`src/rtl/alu_seq_pkg.sv`:
```
// alu_seq_pkg: opcodes, FSM states and flag bit positions shared by the ALU and its decoder
package alu_seq_pkg;
  typedef enum logic [3:0] {
    OP_ADD = 4'h0, OP_SUB = 4'h1, OP_AND = 4'h2, OP_OR  = 4'h3,
    OP_SHL = 4'h4, OP_SHR = 4'h5, OP_XOR = 4'h6, OP_ASR = 4'h7,
    OP_ADC = 4'h8, OP_SBC = 4'h9, OP_MUL = 4'hA, OP_CMP = 4'hB
  } op_e;
  typedef enum logic [1:0] {ST_IDLE, ST_BUSY, ST_DONE} state_e;
  localparam int FLG_N = 3;
  localparam int FLG_Z = 2;
  localparam int FLG_C = 1;
  localparam int FLG_V = 0;
endpackage

```
`src/rtl/alu_seq_mul_iter.sv`:
```
// alu_mul_iter: WIDTH-step right-shifting shift-add unsigned multiplier; prod is valid while done is high
module alu_mul_iter #(
  parameter int WIDTH = 8
) (
  input  logic               clk,
  input  logic               rst_n,
  input  logic               start,
  input  logic [WIDTH-1:0]   a,
  input  logic [WIDTH-1:0]   b,
  output logic               busy,
  output logic               done,
  output logic [2*WIDTH-1:0] prod
);
  localparam int CW = $clog2(WIDTH);
  logic [WIDTH-1:0]   a_q;
  logic [2*WIDTH-1:0] acc;
  logic [CW-1:0]      cnt;
  logic [WIDTH:0]     sum;
  // acc holds {partial high half, unconsumed multiplier bits}; prod is the next step's value
  assign sum  = {1'b0, acc[2*WIDTH-1:WIDTH]} + (acc[0] ? {1'b0, a_q} : '0);
  assign prod = {sum, acc[WIDTH-1:1]};
  assign done = busy && cnt == CW'(WIDTH - 1);
  always_ff @(posedge clk or negedge rst_n) begin
    if (!rst_n) begin
      busy <= 1'b0;
      cnt  <= '0;
      acc  <= '0;
      a_q  <= '0;
    end else if (start) begin
      busy <= 1'b1;
      cnt  <= '0;
      acc  <= {{WIDTH{1'b0}}, b};
      a_q  <= a;
    end else if (busy) begin
      acc  <= prod;
      cnt  <= cnt + 1'b1;
      busy <= !done;
    end
  end
endmodule

```
`src/rtl/alu_seq.sv`:
```
// alu_seq: registered ALU with valid/ready handshakes, persistent NZCV flags and iterative MUL
module alu_seq
  import alu_seq_pkg::*;
#(
  parameter int WIDTH  = 8,
  parameter bit MUL_EN = 1'b1,
  localparam int SHW   = $clog2(WIDTH)
) (
  input  logic             clk,
  input  logic             rst_n,
  input  logic             in_valid,
  output logic             in_ready,
  input  logic [3:0]       in_op,
  input  logic [WIDTH-1:0] in_a,
  input  logic [WIDTH-1:0] in_b,
  input  logic [SHW-1:0]   in_sh,
  output logic             out_valid,
  input  logic             out_ready,
  output logic [WIDTH-1:0] out_result,
  output logic [WIDTH-1:0] out_hi,
  output logic             out_err,
  output logic [3:0]       flags
);
  state_e state, nxt;
  logic accept, is_mul, ld_alu, mul_busy, mul_done;
  logic [2*WIDTH-1:0] prod;
  logic [WIDTH:0] sum, shl, shr, sar;
  logic [WIDTH-1:0] bx, fr, r;
  logic sub_t, cin, c, v, err;
  assign in_ready  = state == ST_IDLE || (state == ST_DONE && out_ready);
  assign out_valid = state == ST_DONE;
  assign accept    = in_valid && in_ready;
  assign is_mul    = MUL_EN && in_op == OP_MUL;
  assign ld_alu    = accept && !is_mul;
  generate
    if (MUL_EN) begin : g_mul
      alu_mul_iter #(.WIDTH(WIDTH)) u_mul (
        .clk(clk), .rst_n(rst_n), .start(accept && is_mul), .a(in_a), .b(in_b),
        .busy(mul_busy), .done(mul_done), .prod(prod)
      );
    end else begin : g_nomul
      assign mul_busy = 1'b0;
      assign mul_done = 1'b0;
      assign prod     = '0;
    end
  endgenerate
  always_comb begin
    nxt = state == ST_BUSY ? (mul_done ? ST_DONE : mul_busy ? ST_BUSY : ST_IDLE)
        : accept ? (is_mul ? ST_BUSY : ST_DONE)
        : (state == ST_DONE && !out_ready) ? ST_DONE : ST_IDLE;
  end
  // Subtraction is A + ~B + cin, so the add overflow rule on (A, bx) covers every arithmetic op
  always_comb begin
    sub_t = in_op == OP_SUB || in_op == OP_CMP || in_op == OP_SBC;
    bx    = sub_t ? ~in_b : in_b;
    cin   = (in_op == OP_SUB || in_op == OP_CMP) ? 1'b1
          : in_op == OP_ADC ? flags[FLG_C]
          : in_op == OP_SBC ? ~flags[FLG_C] : 1'b0;
    sum   = {1'b0, in_a} + {1'b0, bx} + (WIDTH+1)'(cin);
    shl   = {1'b0, in_a} << in_sh;
    shr   = {in_a, 1'b0} >> in_sh;
    sar   = $unsigned($signed({in_a, 1'b0}) >>> in_sh);
    fr    = '0;
    c     = 1'b0;
    v     = 1'b0;
    err   = 1'b0;
    case (in_op)
      OP_ADD, OP_ADC, OP_SUB, OP_SBC, OP_CMP: begin
        fr = sum[WIDTH-1:0];
        c  = sum[WIDTH] ^ sub_t;
        v  = (in_a[WIDTH-1] == bx[WIDTH-1]) && (sum[WIDTH-1] != in_a[WIDTH-1]);
      end
      OP_AND: fr = in_a & in_b;
      OP_OR:  fr = in_a | in_b;
      OP_XOR: fr = in_a ^ in_b;
      OP_SHL: {c, fr} = shl;
      OP_SHR: {fr, c} = shr;
      OP_ASR: {fr, c} = sar;
      default: err = 1'b1;
    endcase
    r = in_op == OP_CMP ? in_a : fr;
  end
  always_ff @(posedge clk or negedge rst_n) begin
    if (!rst_n) begin
      state      <= ST_IDLE;
      out_result <= '0;
      out_hi     <= '0;
      out_err    <= 1'b0;
      flags      <= '0;
    end else begin
      state <= nxt;
      if (ld_alu) begin
        out_result <= r;
        out_hi     <= '0;
        out_err    <= err;
        if (!err) flags <= {fr[WIDTH-1], ~|fr, c, v};
      end else if (mul_done) begin
        out_result <= prod[WIDTH-1:0];
        out_hi     <= prod[2*WIDTH-1:WIDTH];
        out_err    <= 1'b0;
        flags      <= {prod[WIDTH-1], ~|prod[WIDTH-1:0], |prod[2*WIDTH-1:WIDTH], 1'b0};
      end
    end
  end
endmodule

```
`config.mk`:
```
export PLATFORM = sky130hd
export DESIGN_NAME = alu_seq
export DESIGN_NICKNAME = d
export VERILOG_FILES = /design/src/rtl/alu_seq_pkg.sv /design/src/rtl/alu_seq_mul_iter.sv /design/src/rtl/alu_seq.sv
export SDC_FILE = /design/constraint.sdc
export NUM_CORES = 1
export LEC_CHECK = 0
export CORE_ASPECT_RATIO = 0.8
export CORE_MARGIN = 3
export CORE_UTILIZATION = 40
export CTS_BUF_LIST = sky130_fd_sc_hd__clkbuf_16
export CTS_CLUSTER_SIZE = 24
export DETAILED_ROUTE_END_ITERATION = 7
export DONT_BUFFER_PORTS = 1
export GPL_TIMING_DRIVEN = 0
export HOLD_SLACK_MARGIN = 0.06
export REMOVE_ABC_BUFFERS = 1
export SLEW_MARGIN = 20
export SYNTH_ARGS = -nofsm -noshare
export SYNTH_HDL_FRONTEND = slang
export SYNTH_SLANG_ARGS = --single-unit
```
`constraint.sdc`:
```
create_clock -name clk -period 3 [get_ports clk]
set_input_delay 0.3 -clock clk [delete_from_list [all_inputs] [get_ports clk]]
set_output_delay 0.3 -clock clk [all_outputs]
set_load 0.005 [all_outputs]
```
==> impl_metrics.toml, run 1 <==
[run_status]
status = "finished, violations left"
violations = "setup timing"

[synth]
syn_avg_cell_area_um2 = 8.61
synth_adder_area_share_pct = 11.0
ys_ff_latch = 51
synth_edf_count = 0
synth_cells = 500
synth_top_area_share_pct = 29.7
synth_top_family_by_area = "compound AO/OA/AOI/OAI gates"
synth-xor-area-share_pct = 3.66
synth_compound_area_share_pct = 18.7
yosysTopAreaCell = "dfrtp_1"
ys_warn_count = 0
async_flop_share_pct = 100
synth_mux_area_share_pct = 13.5
netlist_top_cells_area = "dfrtp_1, ha_1, mux2i_1, nand2_1, a21oi_1"
synth_area_um2 = 4300
ys_types = 59
synthSimpleGateAreaFrac_pct = 18.0
ys_seq_area_share_pct = 29.7
synthFlopType = "dfrtp_1"

[cells_and_area]
antenna_cells = 0
syn2layout_area_growth_pct = 8.23
final_common_cell = "nand2_1"
fin_nets = 548
drive_above_1_share_pct = 9.26
layout_common_cells = "nand2_1, dfrtp_1, mux2i_1, nor2_1, ha_1"
layout.cells.non_filler = 626

[drt]
drtIter0Drc = 319
viasPerCell = 5.82
wl_per_cell_um = 18.4
vias = 3645
ant_nets = 0
postRouteWirelength_um = 11500
drc = 0
dr.pass1.iters = 6

[die]
rows = 33
die_w_um = 122
die_h_um = 98.8
die_area_um2 = 12000
core_um2 = 10400
start_util_pct = 41.5
boundaryPins = 50

[sta]
min_period_ns = 3.16
slew_headroom_pct = 25.5
skew_ns = 0.00301
finalSetupTns_ns = -0.540
final-setup-viol-count = 5
fin_crit_sh_pct = 105
finalHoldViolCount = 0
worstMarginPinSlew_ns = 1.10
final_max_slew_viol_count = 0
layout_setup_ws_ns = -0.157
rsz0062_at_grt = "true"
fmax_mhz = 317

[grt]
grt_use_total_pct = 19.5
overflow = 0
antenna_found_initial = 0
grt_pass1_vias = 3475
grt_max_degree = 52
grt_pass1_wl_um = 18700

[clocking]
clockBufferDepth = 2
path_clk_slew_ns = 0.07
clock-root-buffer = "clkbuf_16"
cts_buffers = 5
cts.sinks = 51
clock_latency_ns = 0.29
htree_levels = 2
tritoncts = "done"

[setup_path]
arrival_ns = 3.39
crit_fanout = 3
crit_path_end_kind = "flip-flop"
startpoint_type = "flip-flop"
required_ns = 3.24
critPathKind = "reg2reg"

[power]
finalPower_mw = 2.88
p_per_area_nw_per_um2 = 618
power_leakage_nw = 2.09
max-vdd-ir-drop_mv = 0.277

[placement]
routabilityCongestion = 0.902
dp_hpwl_um = 8730
dp.cells = 611
port_buffers = 0

[worst_hold_path]
hp-class = "in2reg"

[run]
maxCapViolations = 0
[power breakdown]
part | switching [mW] | internal (mW)
combinational | 0.611 | 0.550
sequential | 0.249 | 0.911
clock | 0.253 | 0.305
total | 1.11 | 1.77
[metal layers]
| metal | vias up | wire (um) | track usage, % |
|---|---|---|---|
| li1 | 1752 | - | - |
| met1 | 1761 | 5160 | 26.8 |
| met2 | 114 | 5380 | 31.3 |
| met3 | 18 | 785 | 4.70 |
| met4 | 0 | 175 | 4.57 |
| met5 | - | 0 | 0 |
[kinds of logic (layout without fill, tap and decap cells)]
logic type	count (synthesis)	in the layout
flip-flops	51	51
adder cells (fa/ha/maj)	36	36
AND/OR/NAND/NOR	161	161
XOR/XNOR	18	18
buffers and inverters	56	42
AO/OA/AOI/OAI	128	128
multiplexers	50	50
[path summary, 6_finish.rpt]
check,depth (start not counted),slack (ns),from,endpoint
setup / recovery,14,-0.16,flags[1],out_result[4]
max in group asynchronous,2,2.24,rst_n,g_mul.u_mul.busy
setup reg to reg,14,-0.16,flags[1],out_result[4]
hold reg to reg,2,0.48,g_mul.u_mul.a_q[5],g_mul.u_mul.a_q[5]
min in group asynchronous,2,0.51,rst_n,out_hi[1]
hold / removal,2,0.12,in_b[2],g_mul.u_mul.acc[2]
[worst max-delay path: stages, from the launching register on]
cell and delay [ns]:
dfrtp_2 0.43, inv_2 0.05, or3_1 0.30, nand2_1 0.07, a21oi_1 0.07, or2_4 0.24, fa_2 0.37, fa_2 0.36
nand2b_4 0.17, a21oi_2 0.12, nor2_1 0.05, or4_1 0.42, and4_4 0.18, a21oi_4 0.15, a21o_1 0.13
[metrics by stage]
| stage | area, um2 | hold slack, ns | setup WS, ns | utilization (%) |
|---|---|---|---|---|
| global placement | 4340 | 0.00653 | -0.557 | 41.9 |
| global route | 4660 | 0.132 | -0.297 | 44.9 |
| finish | 4660 | 0.125 | -0.157 | 44.9 |
| CTS | 4640 | 0.122 | -0.223 | 44.8 |
| detailed placement | 4360 | 0.00599 | -0.591 | 42.1 |
| floorplan | 4170 | 0.00441 | -0.154 | - |
[state kept, by name, summed over array words and instances (netlist names)]
| register | cells |
|---|---|
| out_err | 1 |
| g_mul.u_mul.acc | 16 |
| flags | 4 |
| g_mul.u_mul.cnt | 3 |
| g_mul.u_mul.busy | 1 |
| out_result | 8 |
| state | 2 |
| out_hi | 8 |
| g_mul.u_mul.a_q | 8 |
[cell type report]
class / instances / area [um2]
Fill cell: 1022 / 5710
Inverter: 26 / 97.6
Multi-Input combinational cell: 393 / 2880
Clock inverter: 3 / 16.3
Tap cell: 140 / 175
Sequential cell: 51 / 1280
Timing Repair Buffer: 8 / 90.1
Clock buffer: 5 / 125
[what timing repair did]
action                     4_1_cts  5_1_grt
hold buffers                     2        0
setup endpoints to repair        7        8
gates resized for setup         22        0
setup buffers                    3        2
hold endpoints to repair        51        0
pin swaps                       10        8
[Yosys cell counts (2+ instances only)]
| library cell | count |
|---|---|
| a211o_1 | 2 |
| a211oi_1 | 13 |
| a21o_1 | 10 |
| a21oi_1 | 35 |
| a221oi_1 | 3 |
| a22o_1 | 3 |
| and2_1 | 14 |
| buf_2 | 10 |
| clkbuf_1 | 18 |
| dfrtp_1 | 51 |
| fa_1 | 3 |
| ha_1 | 33 |
| inv_1 | 25 |
| mux2_2 | 3 |
| mux2i_1 | 41 |
| mux4_2 | 5 |
| nand2_1 | 57 |
| nand2b_1 | 5 |
| nand3_1 | 9 |
| nand3b_1 | 2 |
| nor2_1 | 37 |
| nor2b_1 | 5 |
| nor3_1 | 9 |
| nor4_1 | 6 |
| o2111ai_1 | 2 |
| o21a_1 | 4 |
| o21ai_0 | 34 |
| o22ai_1 | 8 |
| o31ai_1 | 2 |
| or2_2 | 2 |
| or3_1 | 4 |
| or4_1 | 2 |
| xnor2_1 | 16 |
| xor2_1 | 2 |
Note: power is estimated with default switching activity, not from simulation.
==> run 2, diff against run 1 <==
--- a/config.mk
+++ b/config.mk
@@ -14,6 +14,7 @@
 export DONT_BUFFER_PORTS = 1
 export GPL_TIMING_DRIVEN = 0
 export HOLD_SLACK_MARGIN = 0.06
+export RECOVER_POWER = 100
 export REMOVE_ABC_BUFFERS = 1
 export SLEW_MARGIN = 20
 export SYNTH_ARGS = -nofsm -noshare
==> impl_metrics.toml, run 2 (synthesized netlist as in run 1, its figures left out) <==
[clocking]
htree_levels = 2
clockBufferDepth = 2
tritoncts = "done"
cts.sinks = 51
clock_latency_ns = 0.29
cts_buffers = 5
clock-root-buffer = "clkbuf_16"
path_clk_slew_ns = 0.07

[setup_path]
crit_path_end_kind = "flip-flop"
crit_fanout = 3
crit_family = "simple AND/OR/NAND/NOR gates"
r2r_setup_slack_ns = -0.16
startpoint_type = "flip-flop"
critPathKind = "reg2reg"
arrival_ns = 3.40
worst-path-stages = 14
critPathMaxStageDelay_ns = 0.43
slowest_stage = "dfrtp_2"
required_ns = 3.24
r2r-start = "flags[1]"
crit_top_cell = "fa_2"
ff2ff_path_depth = 14
cp_cell_sequence = "inv_2, or3_1, nand2_1, a21oi_1, or2_4, fa_2, fa_2, nand2b_4, a21oi_2, nor2_1, or4_1, and4_4, a21oi_4, a21o_1"
crit_buf_inv = 1
critPathLaunch = "flags[1]"

[drt]
postRouteWirelength_um = 11500
drc = 0
ant_nets = 0
viasPerCell = 5.83
drtIter0Drc = 299
dr.pass1.iters = 5
wl_per_cell_um = 18.4
vias = 3648

[grt]
grt_max_degree = 52
grt_pass1_wl_um = 18700
grt_use_total_pct = 19.5
grt_pass1_vias = 3475
overflow = 0
antenna_found_initial = 0

[placement]
place_ws_ns = -0.591
dp_hpwl_um = 8730
routabilityCongestion = 0.902
port_buffers = 0
place_area_um2 = 4360

[cells_and_area]
drive_above_1_share_pct = 8.85
syn2layout_area_growth_pct = 7.59
fill_cells = 1028
fin_nets = 548
regMostFlops = "g_mul.u_mul.acc"
antenna_cells = 0
final_common_cell = "nand2_1"
final_cell_area_um2 = 4630
largest_register_ff_count = 16
layout_common_cells = "nand2_1, dfrtp_1, mux2i_1, nor2_1, ha_1"

[die]
die_w_um = 122
start_util_pct = 41.5
rows = 33
core_um2 = 10400
die_h_um = 98.8
die_area_um2 = 12000
boundaryPins = 50

[power]
max-vdd-ir-drop_mv = 0.278
power_frac_comb_pct = 40.3
internal_power_mw = 1.76
clkPwrFrac_pct = 19.4
switching_share_pct = 38.6
p_per_area_nw_per_um2 = 621
p_switching_mw = 1.11
finalPower_mw = 2.88
seqPwrFrac_pct = 40.3
power_leakage_nw = 2.08

[sta]
layout_setup_ws_ns = -0.161
finalHoldViolCount = 0
finalSetupTns_ns = -0.500
rsz0062_at_grt = "true"
min_period_ns = 3.16
fin_crit_sh_pct = 105
skew_ns = 0.00219
final_max_slew_viol_count = 0
final-setup-viol-count = 4
fmax_mhz = 316
worstMarginPinSlew_ns = 1.25
slew_headroom_pct = 16.5

[run_status]
violations = "setup timing"
status = "finished, violations left"

[worst_hold_path]
hp-class = "in2reg"
whs_path_depth = 2
min_from = "in_b[2]"

[run]
maxCapViolations = 0
[run 2: changes by cell type in the layout (fill, tap and decap cells not counted), sizes merged]
cell | previous run | this run
clkbuf | 5 | 6
buf | 7 | 6
[run 2: power groups by stage]
stage	Combinational (mW)	Sequential (mW)	Clock [mW]
2_1_floorplan	0.871	1.08	0
3_3_place_gp	1.05	1.15	0
3_5_place_dp	1.09	1.17	0
4_1_cts	1.16	1.16	0.568
5_1_grt	1.30	1.19	0.602
6_report	1.16	1.16	0.557
[run 2: layout make-up]
class | instances | area [um2] | share of cell area, %
multi-input combinational | 393 | 2870 | 62.0
sequential | 51 | 1280 | 27.6
tap | 140 | 175 | 3.78
clock buffer | 5 | 125 | 2.70
inverter | 26 | 97.6 | 2.11
timing repair buffer | 8 | 67.6 | 1.46
clock inverter | 3 | 16.3 | 0.351
[run 2: through the flow]
stage          std cells  util, %  hold WS (ns)
2_1_floorplan        470        -       0.00441
3_3_place_gp         610     41.9       0.00653
3_5_place_dp         611     42.1       0.00599
4_1_cts              624     44.8         0.122
5_1_grt              626     44.7         0.132
6_report             626     44.7         0.125
[run 2: final timing paths]
kind,end
min in group asynchronous,out_hi[1]
setup reg to reg,out_result[4]
max in group asynchronous,flags[1]
hold reg to reg,g_mul.u_mul.a_q[5]
hold / removal,g_mul.u_mul.acc[2]
setup / recovery,out_result[4]
[run 2: timing repair]
item                                   4_1_cts  5_1_grt
setup buffers                                3        2
endpoints found under the hold margin       51        0
pin swaps                                   10        8
gates resized for setup                     22        0
hold buffers                                 2        0
setup endpoints to repair                    7        8
[run 2: layer usage]
layer / share of wire, % / GRT usage [%] / wire length, um / vias up
met1: 44 / 26.8 / 5090 / 1760
met5: 0 / 0 / 0 / -
met2: 47 / 31.3 / 5420 / 119
li1: - / - / - / 1750
met4: 1.5 / 4.57 / 174 / 0
met3: 7.3 / 4.70 / 845 / 19
